==> src/rtl/id_ex_stage_reg.sv <==
// ID->EX pipeline register: valid/ready handshake, hazard bubbles, redirect kill,
// scoreboard issue strobe and saturating performance counters.
module id_ex_stage_reg #(
  parameter int XLEN   = 32,
  parameter int CTRL_W = 16,
  parameter int CNT_W  = 32
) (
  input  logic              clk,
  input  logic              rst,
  // decode side
  input  logic              id_valid,
  output logic              id_ready,
  input  logic [XLEN-1:0]   id_pc,
  input  logic [31:0]       id_inst,
  input  logic [XLEN-1:0]   id_rs1_val,
  input  logic [XLEN-1:0]   id_rs2_val,
  input  logic [XLEN-1:0]   id_imm,
  input  logic [4:0]        id_rd,
  input  logic              id_rf_wen,
  input  logic [CTRL_W-1:0] id_ctrl,
  input  logic              hazard_stall,
  input  logic              redirect,
  output logic              issue_fire,
  // execute side
  output logic              ex_valid,
  input  logic              ex_ready,
  output logic [XLEN-1:0]   ex_pc,
  output logic [31:0]       ex_inst,
  output logic [XLEN-1:0]   ex_rs1_val,
  output logic [XLEN-1:0]   ex_rs2_val,
  output logic [XLEN-1:0]   ex_imm,
  output logic [4:0]        ex_rd,
  output logic              ex_rf_wen,
  output logic [CTRL_W-1:0] ex_ctrl,
  // performance counters
  output logic [CNT_W-1:0]  stall_cnt,
  output logic [CNT_W-1:0]  bubble_cnt,
  output logic [CNT_W-1:0]  issue_cnt
);

  localparam int NUM_CNT = 3;
  localparam int CNT_STALL  = 0;
  localparam int CNT_BUBBLE = 1;
  localparam int CNT_ISSUE  = 2;

  logic              ex_valid_reg;
  logic              ex_rf_wen_reg;
  logic [XLEN-1:0]   ex_pc_reg;
  logic [31:0]       ex_inst_reg;
  logic [XLEN-1:0]   ex_rs1_val_reg;
  logic [XLEN-1:0]   ex_rs2_val_reg;
  logic [XLEN-1:0]   ex_imm_reg;
  logic [4:0]        ex_rd_reg;
  logic [CTRL_W-1:0] ex_ctrl_reg;

  logic adv;
  logic stall_hit;
  logic [NUM_CNT-1:0] cnt_inc;
  logic [CNT_W-1:0]   cnt_reg [NUM_CNT];

  // The EX slot frees when it is empty or being consumed this cycle.
  assign adv        = !ex_valid_reg || ex_ready;
  assign id_ready   = adv && !hazard_stall && !redirect;
  assign issue_fire = id_valid && id_ready;
  assign stall_hit  = id_valid && hazard_stall;

  always_ff @(posedge clk) begin
    if (rst) begin
      ex_valid_reg   <= 1'b0;
      ex_rf_wen_reg  <= 1'b0;
      ex_pc_reg      <= '0;
      ex_inst_reg    <= '0;
      ex_rs1_val_reg <= '0;
      ex_rs2_val_reg <= '0;
      ex_imm_reg     <= '0;
      ex_rd_reg      <= '0;
      ex_ctrl_reg    <= '0;
    end else if (redirect) begin
      ex_valid_reg  <= 1'b0;
      ex_rf_wen_reg <= 1'b0;
    end else if (adv) begin
      if (issue_fire) begin
        ex_valid_reg   <= 1'b1;
        // Writes to x0 are dropped here so EX never needs to special-case them.
        ex_rf_wen_reg  <= id_rf_wen && (id_rd != 5'd0);
        ex_pc_reg      <= id_pc;
        ex_inst_reg    <= id_inst;
        ex_rs1_val_reg <= id_rs1_val;
        ex_rs2_val_reg <= id_rs2_val;
        ex_imm_reg     <= id_imm;
        ex_rd_reg      <= id_rd;
        ex_ctrl_reg    <= id_ctrl;
      end else begin
        ex_valid_reg  <= 1'b0;
        ex_rf_wen_reg <= 1'b0;
      end
    end
  end

  always_comb begin
    cnt_inc             = '0;
    cnt_inc[CNT_STALL]  = stall_hit && !redirect;
    cnt_inc[CNT_BUBBLE] = stall_hit && !redirect && adv && !issue_fire;
    cnt_inc[CNT_ISSUE]  = issue_fire;
  end

  generate
    for (genvar gi = 0; gi < NUM_CNT; gi++) begin : g_cnt
      always_ff @(posedge clk) begin
        if (rst)
          cnt_reg[gi] <= '0;
        else if (cnt_inc[gi] && (cnt_reg[gi] != {CNT_W{1'b1}}))
          cnt_reg[gi] <= cnt_reg[gi] + {{(CNT_W-1){1'b0}}, 1'b1};
      end
    end
  endgenerate

  assign ex_valid   = ex_valid_reg;
  assign ex_rf_wen  = ex_rf_wen_reg;
  assign ex_pc      = ex_pc_reg;
  assign ex_inst    = ex_inst_reg;
  assign ex_rs1_val = ex_rs1_val_reg;
  assign ex_rs2_val = ex_rs2_val_reg;
  assign ex_imm     = ex_imm_reg;
  assign ex_rd      = ex_rd_reg;
  assign ex_ctrl    = ex_ctrl_reg;

  assign stall_cnt  = cnt_reg[CNT_STALL];
  assign bubble_cnt = cnt_reg[CNT_BUBBLE];
  assign issue_cnt  = cnt_reg[CNT_ISSUE];

endmodule
==> config.mk <==
export PLATFORM = sky130hd
export DESIGN_NAME = id_ex_stage_reg
export DESIGN_NICKNAME = d
export VERILOG_FILES = /design/src/rtl/id_ex_stage_reg.sv
export SDC_FILE = /design/constraint.sdc
export NUM_CORES = 1
export LEC_CHECK = 0
export ABC_AREA = 1
export BUFFER_PORTS_ARGS = -buffer_cell sky130_fd_sc_hd__buf_4
export CORE_AREA = 2 2 181 183
export DETAILED_ROUTE_END_ITERATION = 10
export DIE_AREA = 0 0 183 185
export MAX_ROUTING_LAYER = met4
export PLACE_DENSITY_LB_ADDON = 0.25
export SLEW_MARGIN = 20
export SYNTH_ARGS = -nofsm -noshare
export SYNTH_HDL_FRONTEND = slang
export SYNTH_SLANG_ARGS = --single-unit
==> constraint.sdc <==
create_clock -name clk -period 6.7 [get_ports clk]
set_clock_uncertainty 0.1 [all_clocks]
set_input_delay 0.335 -clock clk [delete_from_list [all_inputs] [get_ports clk]]
set_output_delay 0.335 -clock clk [all_outputs]
set_load 0.01 [all_outputs]
==> results.txt, run 1 <==
----------------------------------------------------
[Floorplanning]
  Effective utilization at floorplan ... 0.390
  Die Width ... 183 µm
  Floorplan core area ... about 0.032 mm²
  Die height ... approximately 190 µm
  Number of placement rows ... 66
  Top-level I/O count ... between 400 and 500
  Die Area ... roughly 0.034 mm²

[Route]
  Via density ... 4.96
  Detailed router's first-iteration violation count ... 830
  Post-DR wirelength/cell ... about 16 µm
  Number of vias in the routed layout ... around 13000
  Total Routed Length ... around 44000 µm
  Residual DRC count ... 0
  Number of iterations in the first detailed-routing pass ... 5
  Number of routed nets with antenna violations ... 0

[Worst setup path]
  Worst R2R Start ... ex_valid
  Critical Path Fanout Max ... 95
  Reg-to-reg critical path endpoint ... ex_imm[23]
  Crit path kind ... flip-flop to flip-flop
  Reg2reg path depth ... 10
  R2R setup slack ... around 3.4 ns
  Crit. End Element ... flip-flop
  Worst setup path endpoint ... ex_imm[23]
  Startpoint type of the worst setup path ... flip-flop
  CP required ... about 7.0 ns
  Timing startpoint of the critical path ... ex_valid
  Signal arrival time at the worst endpoint ... between 3 and 4 ns

[Clock network]
  Clock tree from TritonCTS ... built
  Num Clock Sinks ... around 280
  Deepest level of the CTS H-tree ... 2
  Insertion delay to the later sink of the worst-skew pair ... 0.50 ns
  Root buf cell ... sky130_fd_sc_hd__clkbuf_16
  Largest buffer count on any clock path ... 3
  Number of buffers inserted during clock tree synthesis ... 34
  Clock Pin Slew Worst Setup and Hold Paths ... 0.06 ns

[Power]
  Leakage power ... 7.79 nW
  Total power density per cell area ... ~220 mW/mm²
  Total power draw ... approximately 0.0042 W
  Worst voltage drop across the vdd grid ... 0.201 mV

[Logic synthesis]
  Post-synthesis net count ... approximately 1800
  Cell taking the most area after synthesis ... sky130_fd_sc_hd__dfxtp_1
  Instance count of the mapped netlist ... between 1500 and 2000
  Distinct cell type count of the synthesized netlist ... 29
  Yosys top cell area share ... 0.293
  Synthesized area per cell ... between 7 and 8 µm²
  Part of the Yosys area used for sequential elements ... 0.524
  Yosys warning total ... 0
  Number of synthesized register bits ... about 280
  Cell area after technology mapping ... 0.0125 mm²
  Cell types with the largest area share after synthesis ... sky130_fd_sc_hd__dfxtp_1 29%, sky130_fd_sc_hd__edfxtp_1 23%, sky130_fd_sc_hd__nand2_1 19%

[Place]
  PortBufs ... 468
  Cell count after placement ... 2427
  DP HPWL ... 29400 µm
  Global placer's final weighted congestion ... around 0.9

[STA]
  Slew headroom ... 0.309
  Total Neg Setup Slack ... 0 ns
  Number of max-slew violations in the final report ... 0
  FMAX ... 305 MHz
  Worst hold slack across all endpoints ... roughly 0.02 ns
  Setup violators final ... 0
  Minimum period implied by the final worst setup slack ... 3.28 ns
  Tcrit/Tclk final ... 0.489
  Slew @ Worst Pin ... between 1 and 1.5 ns
  Final-report hold violation count ... 0
  Setup repair after global routing missed its margin ... false

[Layout]
  Register Area ... 0.00655 mm²
  Number of filler cells placed in the layout ... 2792
  Final core utilization ... 0.590
  Non-filler cells in the finished layout ... around 2700
  Area growth from synthesis to layout ... 51.4%
  Max reg flops ... 96
  Footprint of the multi-input gates ... ~0.0053 mm²
  Fraction of final layout cells with drive strength greater than 1 ... 0.250
  Net total in the final layout ... roughly 2400

[Global route]
  Vias in the first global route ... 12593
  Overall global routing resource usage ... 0.249
  Global-route congestion overflow total ... 0
  Initial antenna violation count ... 6
  Largest net degree at the start of global routing ... just under 100
  First-pass GRT wire length ... between 60000 and 70000 µm

[Outcome]
  Outcome ... completed

[Worst hold path]
  Type of the worst min-delay path ... input port to flip-flop

[Run]
  Max cap viols ... 0

----------------------------------------------------
[worst min path at each step]
| stage | from | end | slack [ns] | depth (start not counted) |
|---|---|---|---|---|
| global placement | ex_imm[17] | ex_imm[17] | 0.35 | 2 |
| global route | id_rs2_val[4] | ex_rs2_val[4] | 0.004 | 3 |
| floorplan | id_inst[10] | ex_inst[10] | 0.38 | 2 |
| detailed placement | ex_rs1_val[10] | ex_rs1_val[10] | 0.36 | 2 |
| CTS | id_imm[2] | ex_imm[2] | 0.0002 | 3 |
| finish | id_inst[2] | ex_inst[2] | 0.02 | 3 |
[layer usage]
layer / vias up / share of wire / global-route usage
li1: 6376 / - / -
met1: 6152 / 0.39 / 0.286
met2: 537 / 0.49 / 0.409
met3: 126 / 0.082 / 0.0702
met4: 0 / 0.044 / 0.108
met5: - / 0 / -
[stage by stage]
step	area [µm²]	setup WS [ns]
6_report	18900	3.42
2_1_floorplan	12500	4.33
5_1_grt	18900	3.24
3_3_place_gp	16200	3.42
4_1_cts	18900	3.50
3_5_place_dp	16200	3.40
[cells in the final DEF (no fill, tap or decap), types with 2 or more instances in the layout]
master	instances
sky130_fd_sc_hd__nand4_1	8
sky130_fd_sc_hd__inv_2	2
sky130_fd_sc_hd__nand2_2	5
sky130_fd_sc_hd__dfxtp_1	183
sky130_fd_sc_hd__inv_1	76
sky130_fd_sc_hd__nand3b_1	16
sky130_fd_sc_hd__clkbuf_8	6
sky130_fd_sc_hd__o21ai_0	6
sky130_fd_sc_hd__or2_2	5
sky130_fd_sc_hd__and2_1	9
sky130_fd_sc_hd__clkbuf_1	8
sky130_fd_sc_hd__nor2_4	2
sky130_fd_sc_hd__ha_1	3
sky130_fd_sc_hd__xnor2_1	19
sky130_fd_sc_hd__nand3_4	2
sky130_fd_sc_hd__nor2_1	195
sky130_fd_sc_hd__nand3_1	41
sky130_fd_sc_hd__clkbuf_16	35
sky130_fd_sc_hd__inv_6	2
sky130_fd_sc_hd__edfxtp_1	96
sky130_fd_sc_hd__nand2_1	620
sky130_fd_sc_hd__clkinv_2	4
sky130_fd_sc_hd__clkinv_1	2
sky130_fd_sc_hd__buf_4	473
sky130_fd_sc_hd__xor2_1	23
sky130_fd_sc_hd__nor2_2	17
sky130_fd_sc_hd__dlygate4sd3_1	162
sky130_fd_sc_hd__a21oi_1	209
sky130_fd_sc_hd__o21bai_1	3
sky130_fd_sc_hd__diode_2	9
[power breakdown]
group	switching [W]	leakage (nW)	internal, W
Clock	0.000718	0.532	0.00107
Sequential	0.0000674	2.49	0.00182
Combinational	0.000231	4.76	0.000257
Total	0.00102	7.79	0.00315
[cell families (layout without fill, tap and decap cells)]
logic type / count (synthesis) / count (layout) / share of synthesized area
XOR/XNOR: 42 / 42 / 0.0294
other: 0 / 9 / 0
AND/OR/NAND/NOR: 924 / 924 / 0.300
adder cells (fa/ha/maj): 3 / 3 / 0.00301
flip-flops: 279 / 279 / 0.524
AO/OA/AOI/OAI: 218 / 218 / 0.0879
buffers and inverters: 148 / 775 / 0.0558
[cell usage after synthesis, drive strengths merged]
| cell type | instances |
|---|---|
| nand4 | 8 |
| ha | 3 |
| and3 | 1 |
| o21ai | 6 |
| nand3b | 16 |
| inv | 79 |
| dfxtp | 183 |
| buf | 50 |
| and2 | 9 |
| edfxtp | 96 |
| nor3 | 1 |
| or2 | 5 |
| nor2 | 214 |
| clkbuf | 19 |
| o21bai | 3 |
| nand2 | 626 |
| a21oi | 209 |
| nand3 | 44 |
| xor2 | 23 |
| xnor2 | 19 |
[worst max-delay path: stages (launching register included)]
cell	delay, ns
sky130_fd_sc_hd__dfxtp_1	0.31
sky130_fd_sc_hd__inv_1	0.06
sky130_fd_sc_hd__nor2_2	0.05
sky130_fd_sc_hd__inv_2	0.05
sky130_fd_sc_hd__nand2_1	0.05
sky130_fd_sc_hd__inv_2	0.10
sky130_fd_sc_hd__nand2_8	0.33
sky130_fd_sc_hd__inv_6	0.71
sky130_fd_sc_hd__buf_4	0.87
sky130_fd_sc_hd__nand2_1	0.20
sky130_fd_sc_hd__a21oi_1	0.22
[what timing repair did]
item | 4_1_cts | 5_1_grt
hold endpoints to repair | 162 | 0
setup buffers | 0 | 0
resized for setup | 0 | 0
hold buffers | 162 | 0
[area by class of cell]
type                            count  share of cell area
Sequential cell                   279               0.346
Multi-Input combinational cell   1187               0.278
Timing Repair Buffer              636               0.274
Clock buffer                       50              0.0527
Tap cell                          408              0.0270
Inverter                           79              0.0159
Clock inverter                     10             0.00450
Antenna cell                        9             0.00119
Power figures use the tool's default switching activity.
==> run 2, diff against run 1 <==
Settings changed: CORE_AREA 2 2 181 183 to 2 2 180 182, DIE_AREA 0 0 183 185 to 0 0 182 184.
Clock period 6.7 ns to 2.85 ns, I/O delays scaled along.
==> results.txt, run 2 (same netlist as run 1, synthesis figures left out) <==
----------------------------------------------------
[Outcome]
  Outcome ... finished, violations left
  Failing checks ... negative hold slack

[Route]
  Number of routed nets with antenna violations ... 0
  Post-DR wirelength/cell ... around 16 µm
  Via density ... about 4.9
  Total Routed Length ... between 40000 and 50000 µm
  Number of iterations in the first detailed-routing pass ... 5
  Detailed router's first-iteration violation count ... 839
  Residual DRC count ... 0
  Number of vias in the routed layout ... roughly 13000

[Global route]
  Global-route congestion overflow total ... 0
  First-pass GRT wire length ... roughly 67000 µm
  Vias in the first global route ... 12816
  Largest net degree at the start of global routing ... between 150 and 200
  Initial antenna violation count ... 3
  Overall global routing resource usage ... 0.254

[Worst hold path]
  Type of the worst min-delay path ... input port to flip-flop
  Worst hold stages ... 3
  End point of the worst hold path ... ex_inst[7]
  Hold path startpoint ... rst

[Place]
  Global placer's final weighted congestion ... 0.880
  DP HPWL ... a little under 30000 µm
  Place WS ... about 0.46 ns
  PortBufs ... roughly 470
  Area post-placement ... 0.0162 mm²
  Cell count after placement ... 2424

[Clock network]
  Number of gates resized after CTS ... 0
  Clock tree from TritonCTS ... built
  Largest buffer count on any clock path ... 3
  Root buf cell ... sky130_fd_sc_hd__clkbuf_16
  Number of buffers inserted during clock tree synthesis ... 31
  Post-cts hold buffer count ... between 150 and 200
  Deepest level of the CTS H-tree ... 1
  Insertion delay to the later sink of the worst-skew pair ... ~0.56 ns
  Num Clock Sinks ... about 280
  Clock Pin Slew Worst Setup and Hold Paths ... around 0.060 ns
  Setup fix buffers added after clock tree synthesis ... 0

[Floorplanning]
  Effective utilization at floorplan ... 0.398
  Die Width ... roughly 180 µm
  Die height ... 184 µm
  Floorplan core area ... about 0.031 mm²
  Number of placement rows ... 65
  Die Area ... 0.0335 mm²
  Top-level I/O count ... around 470

[Power]
  Share of power burned in the clock network ... 0.410
  Switching fraction of total power ... 0.251
  Worst voltage drop across the vdd grid ... between 0.4 and 0.5 mV
  Total power density per cell area ... approximately 500 mW/mm²
  Sequential fraction of design power ... 0.466
  Internal ... between 0.007 and 0.008 W
  Reported net switching power ... 0.00239 W
  Leakage power ... between 7 and 8 nW
  Part of the power in combinational logic ... 0.124

[Layout]
  Most frequent cells in the layout ... 620 x sky130_fd_sc_hd__nand2_1, 473 x sky130_fd_sc_hd__buf_4, 209 x sky130_fd_sc_hd__a21oi_1, 195 x sky130_fd_sc_hd__nor2_1, 185 x sky130_fd_sc_hd__dlygate4sd3_1
  Number of filler cells placed in the layout ... between 2000 and 3000
  Total non-filler cell area in the finished layout ... around 0.019 mm²
  Max reg flops ... 96
  Net total in the final layout ... ~2400
  Fraction of final layout cells with drive strength greater than 1 ... 0.246
  Area growth from synthesis to layout ... 52.8%
  Final core utilization ... 0.608
  Most frequent standard cell in the layout excluding fill and tap cells ... sky130_fd_sc_hd__nand2_1
  Non-filler cells in the finished layout ... 2671

[STA]
  Worst hold slack across all endpoints ... -0.00420 ns
  Setup repair after global routing missed its margin ... false
  Number of max-slew violations in the final report ... 0
  Total Neg Setup Slack ... 0 ns
  Setup violators final ... 0
  Slew headroom ... 0.281
  Minimum period implied by the final worst setup slack ... ~2.4 ns
  FMAX ... between 400 and 500 MHz
  Final-report hold violation count ... 1
  Slew @ Worst Pin ... roughly 1.1 ns
  Tcrit/Tclk final ... 0.834
  Final worst-path setup slack ... around 0.47 ns

[Worst setup path]
  Reg-to-reg critical path endpoint ... cnt_reg[2][31]
  Crit. End Element ... flip-flop
  R2R setup slack ... 0.47 ns
  Worst R2R Start ... ex_valid
  Startpoint type of the worst setup path ... flip-flop
  Critical Path Fanout Max ... 64
  Reg2reg path depth ... 9
  Signal arrival time at the worst endpoint ... around 2.7 ns
  Crit path kind ... flip-flop to flip-flop
  CP required ... about 3.1 ns

[Run]
  Max cap viols ... 0

----------------------------------------------------
-- run 2: how the worst max path moves through the flow --
stage	from	endpoint	slack [ns]	cells past startpoint
floorplan	cnt_reg[0][0]	cnt_reg[0][0]	0.48	8
global placement	ex_valid	cnt_reg[2][29]	0.56	9
detailed placement	ex_valid	cnt_reg[2][31]	0.46	9
CTS	ex_valid	cnt_reg[2][31]	0.46	9
global route	ex_valid	cnt_reg[2][31]	0.25	9
finish	ex_valid	cnt_reg[2][31]	0.47	9
-- run 2: worst max-delay path: stages (launching register included) --
cell and delay [ns]:
sky130_fd_sc_hd__dfxtp_1 0.31, sky130_fd_sc_hd__inv_1 0.06, sky130_fd_sc_hd__nor2_2 0.05, sky130_fd_sc_hd__inv_2 0.05, sky130_fd_sc_hd__nand2_1 0.06, sky130_fd_sc_hd__inv_2 0.10
sky130_fd_sc_hd__nand2_8 0.07, sky130_fd_sc_hd__inv_6 0.35, sky130_fd_sc_hd__nand3_2 0.63, sky130_fd_sc_hd__a21oi_1 0.38
-- run 2: per-stage QoR --
stage          power, W  hold slack, ns
2_1_floorplan   0.00489           0.185
3_3_place_gp    0.00545           0.294
3_5_place_dp    0.00547           0.303
4_1_cts         0.00960          0.0504
5_1_grt         0.00986          0.0917
6_report        0.00952        -0.00420
-- run 2: area by class of cell --
| class | instances | area [µm²] | area share |
|---|---|---|---|
| clock inverters | 13 | 77.6 | 0.00406 |
| flip-flops and latches | 279 | 6550 | 0.343 |
| well taps | 402 | 503 | 0.0264 |
| inverters | 79 | 302 | 0.0158 |
| multi-input cells | 1187 | 5260 | 0.276 |
| clock buffers | 45 | 912 | 0.0478 |
| repair buffers | 662 | 5470 | 0.287 |
| diodes | 4 | 10.0 | 0.000524 |
-- run 2: power groups by stage --
stage | registers, W | logic (W) | clock network (W)
finish | 0.00444 | 0.00118 | 0.00391
detailed placement | 0.00452 | 0.000949 | 0
CTS | 0.00443 | 0.00117 | 0.00400
floorplan | 0.00455 | 0.000337 | 0
global route | 0.00446 | 0.00127 | 0.00414
global placement | 0.00451 | 0.000940 | 0
-- run 2: per-layer routing --
layer | up-vias | routed length (µm) | track usage
li1 | 6417 | - | -
met3 | 116 | 3390 | 0.0616
met1 | 6095 | 17400 | 0.299
met2 | 527 | 21300 | 0.423
met5 | - | 0 | -
met4 | 0 | 1500 | 0.0939
